`config.mk`:
```
export PLATFORM = sky130hd
export DESIGN_NAME = systolic_pe
export DESIGN_NICKNAME = d
export VERILOG_FILES = /design/src/rtl/systolic_pkg.sv /design/src/rtl/systolic_pe_acc_sat.sv /design/src/rtl/systolic_pe.sv
export SDC_FILE = /design/constraint.sdc
export NUM_CORES = 1
export LEC_CHECK = 0
export CAP_MARGIN = 10
export CORE_MARGIN = 4
export CORE_UTILIZATION = 40
export CTS_CLUSTER_DIAMETER = 30
export DETAILED_ROUTE_END_ITERATION = 16
export SLEW_MARGIN = 20
export SYNTH_ARGS = -nofsm -noshare
export SYNTH_HDL_FRONTEND = slang
export SYNTH_SLANG_ARGS = --single-unit
```
`constraint.sdc`:
```
create_clock -name clk -period 17.3 [get_ports clk]
set_input_delay 1.73 -clock clk [delete_from_list [all_inputs] [get_ports clk]]
set_output_delay 1.73 -clock clk [all_outputs]
set_load 0.02 [all_outputs]
```
`src/rtl/systolic_pkg.sv`:
```
// Shared types and helpers for the systolic array processing elements.
package systolic_pkg;

  localparam int DATA_W_DEF = 8;
  localparam int ACC_W_DEF  = 32;
  localparam int EXT_MAX    = 128;

  typedef struct packed {
    logic valid;
    logic first;
    logic last;
  } pe_ctrl_t;

  // Widen a pw-bit product to EXT_MAX bits, sign- or zero-filling.
  function automatic logic [EXT_MAX-1:0] ext_prod(
    input logic [EXT_MAX-1:0] p,
    input int                 pw,
    input logic               sgn
  );
    logic [EXT_MAX-1:0] r;
    int                 sh;
    sh = EXT_MAX - pw;
    r  = p << sh;
    if (sgn) r = $unsigned($signed(r) >>> sh);
    else     r = r >> sh;
    return r;
  endfunction

endpackage

```
`src/rtl/systolic_pe_acc_sat.sv`:
```
// Combinational add-or-load with overflow detect and optional clamp.
module pe_acc_sat #(
  parameter int ACC_W    = 32,
  parameter int SIGNED   = 1,
  parameter int SATURATE = 0
) (
  input  logic [ACC_W-1:0] acc,
  input  logic [ACC_W-1:0] prod,
  input  logic             load,
  output logic [ACC_W-1:0] result,
  output logic             ovf
);

  localparam logic SG  = (SIGNED != 0);
  localparam logic SAT = (SATURATE != 0);

  logic [ACC_W-1:0] base;
  logic [ACC_W:0]   a;
  logic [ACC_W:0]   b;
  logic [ACC_W:0]   sum;

  always_comb begin
    base   = load ? '0 : acc;
    a      = {SG & base[ACC_W-1], base};
    b      = {SG & prod[ACC_W-1], prod};
    sum    = a + b;
    ovf    = SG ? (sum[ACC_W] != sum[ACC_W-1]) : sum[ACC_W];
    result = sum[ACC_W-1:0];
    // One guard bit holds the true sign, so it picks the clamp rail.
    if (SAT && ovf) begin
      if (!SG)
        result = '1;
      else if (sum[ACC_W])
        result = {1'b1, {(ACC_W-1){1'b0}}};
      else
        result = {1'b0, {(ACC_W-1){1'b1}}};
    end
  end

endmodule

```
`src/rtl/systolic_pe.sv`:
```
// Output-stationary MAC processing element with a drain shift stage.
module systolic_pe
  import systolic_pkg::*;
#(
  parameter int DATA_W   = DATA_W_DEF,
  parameter int ACC_W    = ACC_W_DEF,
  parameter int SIGNED   = 1,
  parameter int SATURATE = 0
) (
  input  logic              clk,
  input  logic              rst,
  input  logic [DATA_W-1:0] in_west,
  input  logic              in_west_valid,
  input  logic              in_first,
  input  logic              in_last,
  input  logic [DATA_W-1:0] in_north,
  input  logic              in_north_valid,
  output logic [DATA_W-1:0] out_east,
  output logic              out_east_valid,
  output logic              out_first,
  output logic              out_last,
  output logic [DATA_W-1:0] out_south,
  output logic              out_south_valid,
  input  logic              drain_en,
  input  logic [ACC_W-1:0]  drain_in,
  input  logic              drain_in_valid,
  output logic [ACC_W-1:0]  drain_out,
  output logic              drain_out_valid,
  output logic              ovf,
  output logic              err
);

  localparam logic SG = (SIGNED != 0);
  localparam int   PW = 2 * DATA_W;

  pe_ctrl_t          wctl;
  pe_ctrl_t          wctl_q;
  logic [DATA_W-1:0] east_q;
  logic [DATA_W-1:0] south_q;
  logic              south_v_q;

  logic [ACC_W-1:0]  acc;
  logic [ACC_W-1:0]  acc_next;
  logic [ACC_W-1:0]  hold;
  logic              hold_v;
  logic              sat_ovf;

  logic [PW-1:0]      wx;
  logic [PW-1:0]      nx;
  logic [PW-1:0]      prod;
  logic [EXT_MAX-1:0] prod_w;
  logic [EXT_MAX-1:0] prod_x;
  logic [ACC_W-1:0]   prod_ext;

  logic fire;
  logic mismatch;
  logic capture;

  assign wctl = '{valid: in_west_valid,
                  first: in_first,
                  last:  in_last};

  assign fire     = in_west_valid & in_north_valid;
  assign mismatch = in_west_valid ^ in_north_valid;
  assign capture  = fire & in_last;

  // Low PW bits of the product are identical for signed and unsigned.
  assign wx = {{DATA_W{SG & in_west[DATA_W-1]}}, in_west};
  assign nx = {{DATA_W{SG & in_north[DATA_W-1]}}, in_north};
  assign prod = wx * nx;

  assign prod_w   = {{(EXT_MAX-PW){1'b0}}, prod};
  assign prod_x   = ext_prod(prod_w, PW, SG);
  assign prod_ext = prod_x[ACC_W-1:0];

  pe_acc_sat #(
    .ACC_W    (ACC_W),
    .SIGNED   (SIGNED),
    .SATURATE (SATURATE)
  ) u_acc (
    .acc    (acc),
    .prod   (prod_ext),
    .load   (in_first),
    .result (acc_next),
    .ovf    (sat_ovf)
  );

  always_ff @(posedge clk) begin
    if (!rst) begin
      wctl_q    <= '0;
      east_q    <= '0;
      south_q   <= '0;
      south_v_q <= 1'b0;
      acc       <= '0;
      hold      <= '0;
      hold_v    <= 1'b0;
      ovf       <= 1'b0;
      err       <= 1'b0;
    end else begin
      wctl_q    <= wctl;
      east_q    <= in_west;
      south_q   <= in_north;
      south_v_q <= in_north_valid;

      if (fire) begin
        acc <= capture ? '0 : acc_next;
        if (sat_ovf) ovf <= 1'b1;
      end

      if (mismatch) err <= 1'b1;

      // A capture always beats a drain shift in the same cycle.
      if (capture) begin
        hold   <= acc_next;
        hold_v <= 1'b1;
        if (drain_en || hold_v) err <= 1'b1;
      end else if (drain_en) begin
        hold   <= drain_in;
        hold_v <= drain_in_valid;
      end
    end
  end

  assign out_east        = east_q;
  assign out_east_valid  = wctl_q.valid;
  assign out_first       = wctl_q.first;
  assign out_last        = wctl_q.last;
  assign out_south       = south_q;
  assign out_south_valid = south_v_q;
  assign drain_out       = hold;
  assign drain_out_valid = hold_v;

endmodule

```
==> out/metrics.cfg <==
[detailed_routing]
wl_per_cell_um=17.2
drt_drc_violations_left=0
drt-pass1-iter-count=6
drt_iter0_drc=295
viasPerCell=5.14
finalWirelength_mm=22.4
dr_total_vias=6714
ant_nets=0

[logic_synthesis]
synth_common_cells=fa_1, inv_1, dfxtp_1
syn-cell-area_um2=9160
ys_seq_area_frac=0.190
synth-main-ff-cell=dfxtp_1
synth_area_per_cell_um2=9.90
synth_edf_count=0
synth_nets=1194
synth_cell_type_count=66
async_flop_share=0
yosys_warnings=0
synth.area.top_cells=fa_1, dfxtp_1, ha_1
synth_most_common_cell=fa_1
yosys.area.top_type_share=0.306
synth_cells=925
synth_top_area_cell=fa_1
synth_seq_cells=87

[critical_path]
worst-setup-path-type=input pin to flop
path_cells=clkdlybuf4s50_1 > nand2_1 > fa_1 > fa_1 > inv_1 > fa_1 > fa_1 > ha_1 > ha_1 > a21o_1 > a21o_1 > a211oi_2 > o21ai_1 > o21bai_4 > o311a_1 > or3_1 > and3_1 > o211a_1
cp_max_fo=14
path_delay_family=adder cells
critPathMaxStageDelay_ns=0.68
cp-end-kind=flop
slowest_stage=fa_1
start_kind=input pin
cp_data_required_time_ns=17.54
critical_path.most_common_cell=fa_1
reg2reg_depth=21
worst-path-buf-inv=2
arrival_ns=8.20
reg2reg_to=drain_out[24]
timing.rr.start=acc[4]
reg2reg_slack_ns=11.97

[clock_tree]
numCtsBuffers=9
cts_hold_buf=0
cts_tree=done
clk_latency_ns=0.34
cts.clk_slew.worst_paths_ns=0.06
cts_sinks=87
htree_levels=3
ctsRootBufferMaster=clkbuf_16
cts_resized=0
postCtsSetupRepairBufs=0
clock_path_buffers=2

[global_route]
grt_use_total=0.183
grt.overflow.total=0
grt_max_degree=91
grt_pass1_vias=7141
antenna_found_initial=0
grt_pass1_wl_mm=37.8

[sta]
finalHoldViolCount=0
fin_skew_ns=0.0108
rsz0062_at_grt=false
fin_tns_setup_ns=0
setup_viol=0
fin_crit_sh=0.460
max_freq_ghz=0.126
finalMaxSlewViolations=0
finalCriticalPeriod_ns=7.96
worstMarginPinSlew_ns=1.03
relSlewSlack=0.311

[run]
maxCapViolations=0

[pwr]
combPwrFrac=0.799
switching_power_mw=1.18
pwr-share-clk=0.082
swShare=0.522
power_density_nw_per_um2=210
p_int_mw=1.08
seqPwrFrac=0.119
vdd_ir_drop_max_v=0.000166
leakage_nw=5.11

[place]
io_buffers=110
hpwl_mm=18.0
dpl_cell_area_um2=10500
gp_congestion=0.870

[die]
core-area_um2=22600
die_area_um2=25400
die_h_um=159
fp.dieW_um=159
io-pin-count=111
start_util=0.406
num_rows=55

[layout]
syn2layout_area_growth_pct=17.7
drive_above_1_share=0.0422
antenna_cells=0
final_area_um2=10800
layout.nets=1284

[hold_path]
hold_end=acc[28]
min_from=acc[28]
hold_class=flop to flop
whs_path_depth=2

[outcome]
status=completed

-- area by class of cell --
type / count / area [um2]
Multi-Input combinational cell: 686 / 6840
Tap cell: 285 / 357
Clock inverter: 5 / 41.3
Inverter: 114 / 428
Fill cell: 2165 / 11800
Clock buffer: 11 / 233
Timing Repair Buffer: 117 / 1140
Sequential cell: 87 / 1740
-- placed cells by master, fill, tap and decap left out, types with 16 or more instances in the layout --
| master | netlist | final |
|---|---|---|
| o21ai_0 | 16 | 16 |
| a21oi_1 | 33 | 33 |
| o211a_1 | 20 | 20 |
| nor2b_1 | 47 | 47 |
| fa_1 | 140 | 140 |
| and2_1 | 60 | 60 |
| nand2_1 | 76 | 76 |
| inv_1 | 113 | 113 |
| mux2i_1 | 29 | 29 |
| ha_1 | 73 | 73 |
| clkdlybuf4s50_1 | 0 | 108 |
| nor2_1 | 29 | 29 |
| dfxtp_1 | 87 | 87 |
| xnor2_1 | 16 | 16 |
-- stage by stage --
stage / cells / setup slack, ns / power (mW) / hold slack (ns) / util
final: 1305 / 9.34 / 2.26 / 0.485 / 0.478
after global routing: 1305 / 8.95 / 2.50 / 0.509 / 0.478
after CTS: 1305 / 9.29 / 2.29 / 0.481 / 0.478
after detailed placement: 1289 / 8.95 / 2.09 / 0.472 / 0.466
after global placement: 1289 / 9.09 / 2.08 / 0.463 / 0.466
after floorplan: 925 / 9.41 / 1.61 / 0.445 / -
-- metal layers --
layer | vias up | track usage | share of wire | routed length, um
met3 | 31 | 0.0298 | 0.031 | 691
met2 | 120 | 0.325 | 0.51 | 11500
met1 | 3362 | 0.232 | 0.43 | 9630
met5 | - | 0 | 0 | 0
li1 | 3201 | - | - | -
met4 | 0 | 0.0505 | 0.025 | 563
-- state kept, by name, indices dropped and copies added, names as in the netlist, 8 cells and up --
name and flops:
drain_out 32, out_east 8, out_south 8, acc 32
-- cells by family (layout without fill, tap and decap cells) --
logic type / after synthesis / in the layout / synth area share
xor gates and xnor gates: 25 / 25 / 0.0254
and+or+nand+nor: 269 / 269 / 0.155
AOI/OAI and AO/OA: 147 / 147 / 0.125
muxes: 32 / 32 / 0.0354
buffers and inverters: 152 / 247 / 0.0631
adders and majority gates: 213 / 213 / 0.406
DFF: 87 / 87 / 0.190
-- power by group through the flow --
stage	clock, mW	combinational, mW	sequential [mW]
finish	0.185	1.81	0.268
global route	0.201	2.02	0.272
CTS	0.192	1.83	0.269
detailed placement	0	1.82	0.273
global placement	0	1.81	0.272
floorplan	0	1.33	0.283
-- worst max path at each step --
stage | startpoint | endpoint | depth (start not counted)
after global placement | in_north[2] | drain_out[28] | 18
after global routing | in_west[7] | drain_out[28] | 18
after CTS | in_west[7] | drain_out[28] | 18
after floorplan | in_north[0] | drain_out[28] | 19
after detailed placement | in_west[7] | drain_out[28] | 18
final | in_west[7] | drain_out[28] | 18
-- worst register-to-register path, stage by stage (launching register included) --
cell and delay [ns]:
dfxtp_1 0.33, nand2b_1 0.08, fa_1 0.53, inv_1 0.05, fa_1 0.45, ha_1 0.29
inv_1 0.05, fa_1 0.48, inv_1 0.05, ha_1 0.27, ha_1 0.17, inv_1 0.07
fa_1 0.45, nor2b_1 0.18, o2111ai_1 0.16, a21oi_1 0.41, o2111ai_1 0.22, a31oi_1 0.27
o21ai_0 0.14, and3_1 0.22, nor3_1 0.23, o21a_1 0.17
Note: power is estimated with default switching activity, not from simulation.
